File: src/rtl/alu_arbiter_if.sv
// Request/response/ALU bundle between the requesters, the arbiter and the ALU.
// The arbiter uses the slave modport; the requester/ALU side uses master.
interface alu_arbiter_if #(
  parameter int DATA_WIDTH = 32,
  parameter int SEL_WIDTH  = 4
);
  logic [1:0]            req_valid;
  logic [1:0]            req_ready;
  logic [DATA_WIDTH-1:0] req0_operand1;
  logic [DATA_WIDTH-1:0] req0_operand2;
  logic [SEL_WIDTH-1:0]  req0_alusel;
  logic [DATA_WIDTH-1:0] req1_operand1;
  logic [DATA_WIDTH-1:0] req1_operand2;
  logic [SEL_WIDTH-1:0]  req1_alusel;
  logic [1:0]            resp_valid;
  logic [1:0]            resp_ready;
  logic [DATA_WIDTH-1:0] resp_result;
  logic                  resp_err;
  logic [DATA_WIDTH-1:0] alu_operand1;
  logic [DATA_WIDTH-1:0] alu_operand2;
  logic [SEL_WIDTH-1:0]  alu_sel;
  logic [DATA_WIDTH-1:0] alu_result;

  modport slave (
    input  req_valid, req0_operand1, req0_operand2, req0_alusel,
           req1_operand1, req1_operand2, req1_alusel, resp_ready, alu_result,
    output req_ready, resp_valid, resp_result, resp_err,
           alu_operand1, alu_operand2, alu_sel
  );

  modport master (
    output req_valid, req0_operand1, req0_operand2, req0_alusel,
           req1_operand1, req1_operand2, req1_alusel, resp_ready, alu_result,
    input  req_ready, resp_valid, resp_result, resp_err,
           alu_operand1, alu_operand2, alu_sel
  );
endinterface

File: src/rtl/alu_arbiter.sv
// Round-robin arbiter/sequencer sharing one combinational ALU between the
// core execute path (requester 0) and the aux/debug path (requester 1).
//
// state | meaning
// IDLE  | no transaction held, arbitrating incoming requests
// EXEC  | ALU driven from captured operands, result captured on the edge
// RESP  | response held for the granted requester until it is consumed
module alu_arbiter #(
  parameter int DATA_WIDTH = 32,
  parameter int SEL_WIDTH  = 4
) (
  input logic        clk_i,
  input logic        rst_i,
  alu_arbiter_if.slave bus
);

  typedef enum logic [1:0] {
    IDLE = 2'd0,
    EXEC = 2'd1,
    RESP = 2'd2
  } state_t;

  state_t                state_q, state_d;
  logic                  last_grant_q, last_grant_d;
  logic                  grant_q, grant_d;
  logic [DATA_WIDTH-1:0] op1_q, op1_d;
  logic [DATA_WIDTH-1:0] op2_q, op2_d;
  logic [SEL_WIDTH-1:0]  sel_q, sel_d;
  logic [DATA_WIDTH-1:0] result_q, result_d;
  logic                  err_q, err_d;

  logic                  winner;
  logic                  sel_illegal;

  // Top two encodings (1110, 1111) are not decoded by the ALU.
  assign sel_illegal = (sel_q[SEL_WIDTH-1:1] == '1);

  // On a tie the requester that did not win last time gets the grant.
  assign winner = (&bus.req_valid) ? ~last_grant_q : bus.req_valid[1];

  assign bus.resp_result = result_q;
  assign bus.resp_err    = err_q;

  // Next-state, handshake and ALU drive decode.
  always_comb begin
    state_d          = state_q;
    last_grant_d     = last_grant_q;
    grant_d          = grant_q;
    op1_d            = op1_q;
    op2_d            = op2_q;
    sel_d            = sel_q;
    result_d         = result_q;
    err_d            = err_q;
    bus.req_ready    = 2'b00;
    bus.resp_valid   = 2'b00;
    bus.alu_operand1 = '0;
    bus.alu_operand2 = '0;
    bus.alu_sel      = '0;

    unique case (state_q)
      IDLE: begin
        // Gated by reset so nothing looks accepted while the block is held.
        if (!rst_i && (|bus.req_valid)) begin
          bus.req_ready[winner] = 1'b1;
          grant_d               = winner;
          last_grant_d          = winner;
          if (winner) begin
            op1_d = bus.req1_operand1;
            op2_d = bus.req1_operand2;
            sel_d = bus.req1_alusel;
          end else begin
            op1_d = bus.req0_operand1;
            op2_d = bus.req0_operand2;
            sel_d = bus.req0_alusel;
          end
          state_d = EXEC;
        end
      end

      EXEC: begin
        bus.alu_operand1 = op1_q;
        bus.alu_operand2 = op2_q;
        if (sel_illegal) begin
          bus.alu_sel = '0;
          result_d    = '0;
          err_d       = 1'b1;
        end else begin
          bus.alu_sel = sel_q;
          result_d    = bus.alu_result;
          err_d       = 1'b0;
        end
        state_d = RESP;
      end

      RESP: begin
        bus.resp_valid[grant_q] = 1'b1;
        if (bus.resp_ready[grant_q]) begin
          state_d = IDLE;
        end
      end

      default: begin
        state_d = IDLE;
      end
    endcase
  end

  // State and datapath registers; reset drops any in-flight transaction.
  always_ff @(posedge clk_i) begin
    if (rst_i) begin
      state_q      <= IDLE;
      last_grant_q <= 1'b1;
      grant_q      <= 1'b0;
      op1_q        <= '0;
      op2_q        <= '0;
      sel_q        <= '0;
      result_q     <= '0;
      err_q        <= 1'b0;
    end else begin
      state_q      <= state_d;
      last_grant_q <= last_grant_d;
      grant_q      <= grant_d;
      op1_q        <= op1_d;
      op2_q        <= op2_d;
      sel_q        <= sel_d;
      result_q     <= result_d;
      err_q        <= err_d;
    end
  end

endmodule

File: src/flat_wrapper.sv
// flat-port wrapper written by rule: the top's interface ports become plain ports
module alu_arbiter_flat 
#(
  parameter int DATA_WIDTH = 32,
  parameter int SEL_WIDTH  = 4
)
  (clk_i, rst_i, bus_req_valid, bus_req0_operand1, bus_req0_operand2, bus_req0_alusel, bus_req1_operand1, bus_req1_operand2, bus_req1_alusel, bus_resp_ready, bus_alu_result, bus_req_ready, bus_resp_valid, bus_resp_result, bus_resp_err, bus_alu_operand1, bus_alu_operand2, bus_alu_sel);
  alu_arbiter_if #(.DATA_WIDTH(DATA_WIDTH), .SEL_WIDTH(SEL_WIDTH)) bus_i ();
  input logic clk_i;
  input logic rst_i;
  input wire logic [$bits(bus_i.req_valid)-1:0] bus_req_valid;
  input wire logic [$bits(bus_i.req0_operand1)-1:0] bus_req0_operand1;
  input wire logic [$bits(bus_i.req0_operand2)-1:0] bus_req0_operand2;
  input wire logic [$bits(bus_i.req0_alusel)-1:0] bus_req0_alusel;
  input wire logic [$bits(bus_i.req1_operand1)-1:0] bus_req1_operand1;
  input wire logic [$bits(bus_i.req1_operand2)-1:0] bus_req1_operand2;
  input wire logic [$bits(bus_i.req1_alusel)-1:0] bus_req1_alusel;
  input wire logic [$bits(bus_i.resp_ready)-1:0] bus_resp_ready;
  input wire logic [$bits(bus_i.alu_result)-1:0] bus_alu_result;
  output wire logic [$bits(bus_i.req_ready)-1:0] bus_req_ready;
  output wire logic [$bits(bus_i.resp_valid)-1:0] bus_resp_valid;
  output wire logic [$bits(bus_i.resp_result)-1:0] bus_resp_result;
  output wire logic [$bits(bus_i.resp_err)-1:0] bus_resp_err;
  output wire logic [$bits(bus_i.alu_operand1)-1:0] bus_alu_operand1;
  output wire logic [$bits(bus_i.alu_operand2)-1:0] bus_alu_operand2;
  output wire logic [$bits(bus_i.alu_sel)-1:0] bus_alu_sel;
  assign bus_i.req_valid = bus_req_valid;
  assign bus_i.req0_operand1 = bus_req0_operand1;
  assign bus_i.req0_operand2 = bus_req0_operand2;
  assign bus_i.req0_alusel = bus_req0_alusel;
  assign bus_i.req1_operand1 = bus_req1_operand1;
  assign bus_i.req1_operand2 = bus_req1_operand2;
  assign bus_i.req1_alusel = bus_req1_alusel;
  assign bus_i.resp_ready = bus_resp_ready;
  assign bus_i.alu_result = bus_alu_result;
  assign bus_req_ready = bus_i.req_ready;
  assign bus_resp_valid = bus_i.resp_valid;
  assign bus_resp_result = bus_i.resp_result;
  assign bus_resp_err = bus_i.resp_err;
  assign bus_alu_operand1 = bus_i.alu_operand1;
  assign bus_alu_operand2 = bus_i.alu_operand2;
  assign bus_alu_sel = bus_i.alu_sel;
  alu_arbiter #(.DATA_WIDTH(DATA_WIDTH), .SEL_WIDTH(SEL_WIDTH)) u_core (.clk_i(clk_i), .rst_i(rst_i), .bus(bus_i));
endmodule
File: config.mk
export PLATFORM = sky130hd
export DESIGN_NAME = alu_arbiter_flat
export DESIGN_NICKNAME = d
export VERILOG_FILES = /design/src/rtl/alu_arbiter_if.sv /design/src/rtl/alu_arbiter.sv /design/src/flat_wrapper.sv
export SDC_FILE = /design/constraint.sdc
export NUM_CORES = 1
export LEC_CHECK = 0
export ABC_AREA = 0
export CORE_MARGIN = 5
export CORE_UTILIZATION = 39
export CTS_CLUSTER_DIAMETER = 150
export DETAILED_ROUTE_END_ITERATION = 6
export GPL_ROUTABILITY_DRIVEN = 1
export PLACE_DENSITY = 0.82
export REMOVE_ABC_BUFFERS = 1
export SYNTH_ARGS = -nofsm -noshare
export SYNTH_HDL_FRONTEND = slang
export SYNTH_SLANG_ARGS = --single-unit
File: constraint.sdc
create_clock -name clk_i -period 2.1 [get_ports clk_i]
set_clock_uncertainty 0.05 [all_clocks]
set_input_delay 0.42 -clock clk_i [delete_from_list [all_inputs] [get_ports clk_i]]
set_output_delay 0.42 -clock clk_i [all_outputs]
set_load 0.1 [all_outputs]
==> tab_implementation.tex <==
\begin{tabular}{lr}
\hline
Metric & Value \\
\hline
\multicolumn{2}{l}{\textbf{Clock tree}} \\
\quad Clock latency at the later pin of the worst-skew pair & 0.33 ns \\
\quad CTS clock-pin slew for the worst setup and hold paths & approximately 0.07 ns \\
\quad Max H-tree Level & 3 \\
\quad CTS tree & built \\
\quad Number of buffers on the longest clock path & 2 \\
\quad Clock root cell & sky130\_fd\_sc\_hd\_\_clkbuf\_16 \\
\quad Clock Sinks & $\sim$110 \\
\quad Number of clock buffers inserted by TritonCTS & 9 \\
\multicolumn{2}{l}{\textbf{Synth}} \\
\quad Cell accounting for the most synthesized area & sky130\_fd\_sc\_hd\_\_dfxtp\_1 \\
\quad Gate Count Post-Synth & 633 \\
\quad Ys Warns & 0 \\
\quad Avg Inst Size Synth & slightly below 8 sq um \\
\quad Unique cell type count in the Yosys netlist & 30 \\
\quad Synthesis-stage register bit count & 105 \\
\quad Fraction of synthesized cell area taken by the top area cell type & between 40\% and 50\% \\
\quad Sequential area share after synthesis & 43.1\% \\
\quad Dominant cells by area after synthesis & sky130\_fd\_sc\_hd\_\_dfxtp\_1 43\%, sky130\_fd\_sc\_hd\_\_nand2\_1 13\%, sky130\_fd\_sc\_hd\_\_a311oi\_1 12\% \\
\quad Combined area of all synthesized cells & around 0.0049 sq mm \\
\multicolumn{2}{l}{\textbf{Routing}} \\
\quad Overall via count from detail\_route & 5656 \\
\quad Highest routing layer actually used & met4 \\
\quad DR iter-0 viols & 411 \\
\quad Detailed Route WL & 18.6 mm \\
\quad DRC & 0 \\
\quad Met3 WL & 2.07 mm \\
\quad Pre-Repair DR Iteration Count & 5 \\
\quad Sum of met2 wire segment lengths after detailed routing & $\sim$9.3 mm \\
\quad Wire length per cell after detailed routing & 17.7 microns \\
\quad Via density per instance & around 5.4 \\
\quad Metal-1 WL & 6.96 mm \\
\quad Count of antenna-violating nets left after detailed routing & 0 \\
\multicolumn{2}{l}{\textbf{Global routing}} \\
\quad Number of antenna violations at the first check in global routing & 0 \\
\quad Via count of the first global-routing pass & 5443 \\
\quad Maximum number of pins on one net before global-route repair & about 110 \\
\quad Global-route wire length before repair & 28.0 mm \\
\quad Global route overflow & 0 \\
\quad GRT Resource Usage Total & 23.3\% \\
\multicolumn{2}{l}{\textbf{Pwr}} \\
\quad Combinational fraction of design power & 35.2\% \\
\quad Power per cell area & 686 mW/mm\^{}2 \\
\quad Part of the total power dissipated in the clock network & between 20\% and 30\% \\
\quad P\_leak & 3.50 nW \\
\quad Max VDD drop & 0.452 mV \\
\quad Internal Pwr Total & approximately 4.0 mW \\
\quad Power dissipated by switching net loads & 2.15 mW \\
\quad Fraction of power consumed by sequential logic & 36.8\% \\
\quad Fraction of power spent switching nets & 34.9\% \\
\multicolumn{2}{l}{\textbf{STA}} \\
\quad Hold slack & 0.376 ns \\
\quad Max Freq & 0.483 GHz \\
\quad Final setup vio count & 0 \\
\quad Post-layout minimum cycle time & 2.07 ns \\
\quad Final worst path period share & 98.6\% \\
\quad Final Hold Violating Endpoints & 0 \\
\quad Setup\_tns & 0 ns \\
\quad Unrepaired setup endpoints after global routing & yes \\
\quad Worst slew slack as a fraction of its limit & between 20\% and 30\% \\
\quad Slew of the pin with the lowest slew margin & between 1 and 1.5 ns \\
\quad Max-slew violation count & 0 \\
\multicolumn{2}{l}{\textbf{Finish}} \\
\quad Number of fill cells in the layout & 819 \\
\quad Final non-filler cell area & 0.00901 sq mm \\
\quad Final cell count without fillers & around 1.1k \\
\quad Layout cells sized above 1 & a little over a fifth \\
\quad Antenna diode instance count & 0 \\
\quad Synth-to-layout area growth & 84.7\% \\
\quad Final nets & 1055 \\
\multicolumn{2}{l}{\textbf{Placed design}} \\
\quad Total cell area at the placement stage & roughly 0.0085 sq mm \\
\quad Quantity of I/O buffers inserted on ports & between 200 and 300 \\
\quad Detailed Place HPWL & 13.5 mm \\
\quad DP Cell Count & 1034 \\
\quad Final Wtd Congestion & 0.820 \\
\multicolumn{2}{l}{\textbf{Worst setup path}} \\
\quad Maximum fanout encountered on the critical timing path & 4 \\
\quad Register-to-Register Setup Slack & 0.44 ns \\
\quad Startpoint Class & input port \\
\quad Reg2Reg Depth & 6 \\
\quad Reg-to-Reg Start & u\_core.state\_q[0] \\
\quad Endpoint of the worst register-to-register path & u\_core.op1\_q[31] \\
\quad Critical Path AT & $\sim$1.6 ns \\
\quad Required time worst endpoint & between 1.5 and 2 ns \\
\quad WS Path Type & in -> out \\
\quad Setup crit end kind & primary output \\
\multicolumn{2}{l}{\textbf{Run}} \\
\quad Max Cap Viol & 0 \\
\multicolumn{2}{l}{\textbf{Status}} \\
\quad Run status & completed \\
\multicolumn{2}{l}{\textbf{Min path}} \\
\quad Worst hold stages & 4 \\
\quad Terminating pin of the worst hold path & u\_core.grant\_q \\
\quad Worst hold path class & in -> reg \\
\quad Start point of the worst hold path & rst\_i \\
\multicolumn{2}{l}{\textbf{Floorplanning}} \\
\quad Top-Level Pins & roughly 280 \\
\quad Total Die Area & 0.0148 sq mm \\
\quad Floorplan Core Area & 0.0121 sq mm \\
\quad Die Y-Extent & approximately 120 microns \\
\quad Initial core utilization & roughly 40\% \\
\quad Width of the chip & 122 microns \\
\quad Number of cell rows & 40 \\
\hline
\end{tabular}
cell usage in the layout, fill, tap and decap left out, drive strengths merged, types with 3 or more instances in the layout:
cell type,n
a21oi,102
a311oi,68
and2,64
and3,4
buf,130
clkbuf,11
clkdlybuf4s50,171
dfxtp,105
inv,5
nand2,170
nand3,34
nor2,3
worst max-delay path, cell delays in order:
cell and delay [ns]:
sky130_fd_sc_hd__clkdlybuf4s50_1 0.46, sky130_fd_sc_hd__or2_2 0.36, sky130_fd_sc_hd__nand2_2 0.11, sky130_fd_sc_hd__nor2_1 0.07, sky130_fd_sc_hd__buf_12 0.17
layout make-up:
class	instances	area [sq um]	share of cell area (%)
clock buffer	10	239	2.65
clock inverter	6	72.6	0.806
inverter	2	7.51	0.0834
multi-input combinational	459	2590	28.8
sequential	105	2100	23.4
tap	168	210	2.33
timing repair buffer	304	3780	42.0
cell usage after synthesis (all sizes together):
master / count
a211o: 1
a211oi: 1
a21bo: 1
a21boi: 1
a21oi: 102
a311oi: 68
and2: 64
and3: 4
and3b: 1
buf: 24
clkbuf: 43
dfxtp: 105
inv: 2
mux2i: 1
nand2: 170
nand2b: 1
nand3: 34
nand3b: 1
nor2: 3
nor2b: 1
nor3: 1
nor3b: 1
o21ai: 1
or2: 1
or3: 1
worst max path at each step:
stage                            startpoint             endpoint  slack [ns]  cells past startpoint
final                      bus_req_valid[1]     bus_req_ready[0]        0.03                      5
after global routing      u_core.state_q[1]  bus_alu_operand1[6]       -0.04                      4
after CTS                  bus_req_valid[1]     bus_req_ready[1]       0.008                      5
after detailed placement   bus_req_valid[0]     u_core.op1_q[30]       -0.06                      6
after global placement     bus_req_valid[0]     bus_req_ready[1]        0.04                      5
after floorplan           u_core.state_q[0]       bus_alu_sel[0]       -2.42                      2
registers in the layout (all words and copies together), names as in the netlist:
signal	count
u_core.bus.resp_err	1
u_core.op2_q	32
u_core.op1_q	32
u_core.bus.resp_result	32
u_core.last_grant_q	1
u_core.grant_q	1
u_core.sel_q	4
u_core.state_q	2
routing by layer:
layer / track usage (%) / vias to the layer above
met5: 0 / -
met4: 6.37 / 0
met3: 8.82 / 24
met2: 40.3 / 307
met1: 27.0 / 2622
li1: - / 2703
kinds of logic after synthesis:
family                 count (synthesis)  share of synthesized area, %
and+or+nand+nor                      283                          26.9
AOI/OAI and AO/OA                    175                          23.6
DFF                                  105                          43.1
buffers and inverters                 69                          6.23
muxes                                  1                         0.205
per-stage QoR:
stage / utilization, % / total power [mW] / setup slack (ns)
detailed placement: 70.1 / 4.40 / -0.0645
global placement: 70.1 / 4.36 / 0.0392
global route: 74.4 / 6.43 / -0.0388
floorplan: - / 3.47 / -2.42
finish: 74.4 / 6.17 / 0.0296
CTS: 73.1 / 6.16 / 0.00795
repair_timing:
action / in CTS / in global routing
setup buffers: 1 / 1
endpoints found under the setup margin: 47 / 40
gates resized for setup: 2 / 40
hold buffers: 0 / 0
cloned: 1 / 1
pin swaps: 1 / 1
power groups by stage:
stage / Sequential (mW) / Combinational [mW] / Clock [mW]
2_1_floorplan: 2.58 / 0.887 / 0
5_1_grt: 2.29 / 2.29 / 1.85
6_report: 2.27 / 2.17 / 1.73
3_3_place_gp: 2.29 / 2.06 / 0
4_1_cts: 2.26 / 2.13 / 1.77
3_5_place_dp: 2.31 / 2.10 / 0
Note: power is estimated with default switching activity, not from simulation.
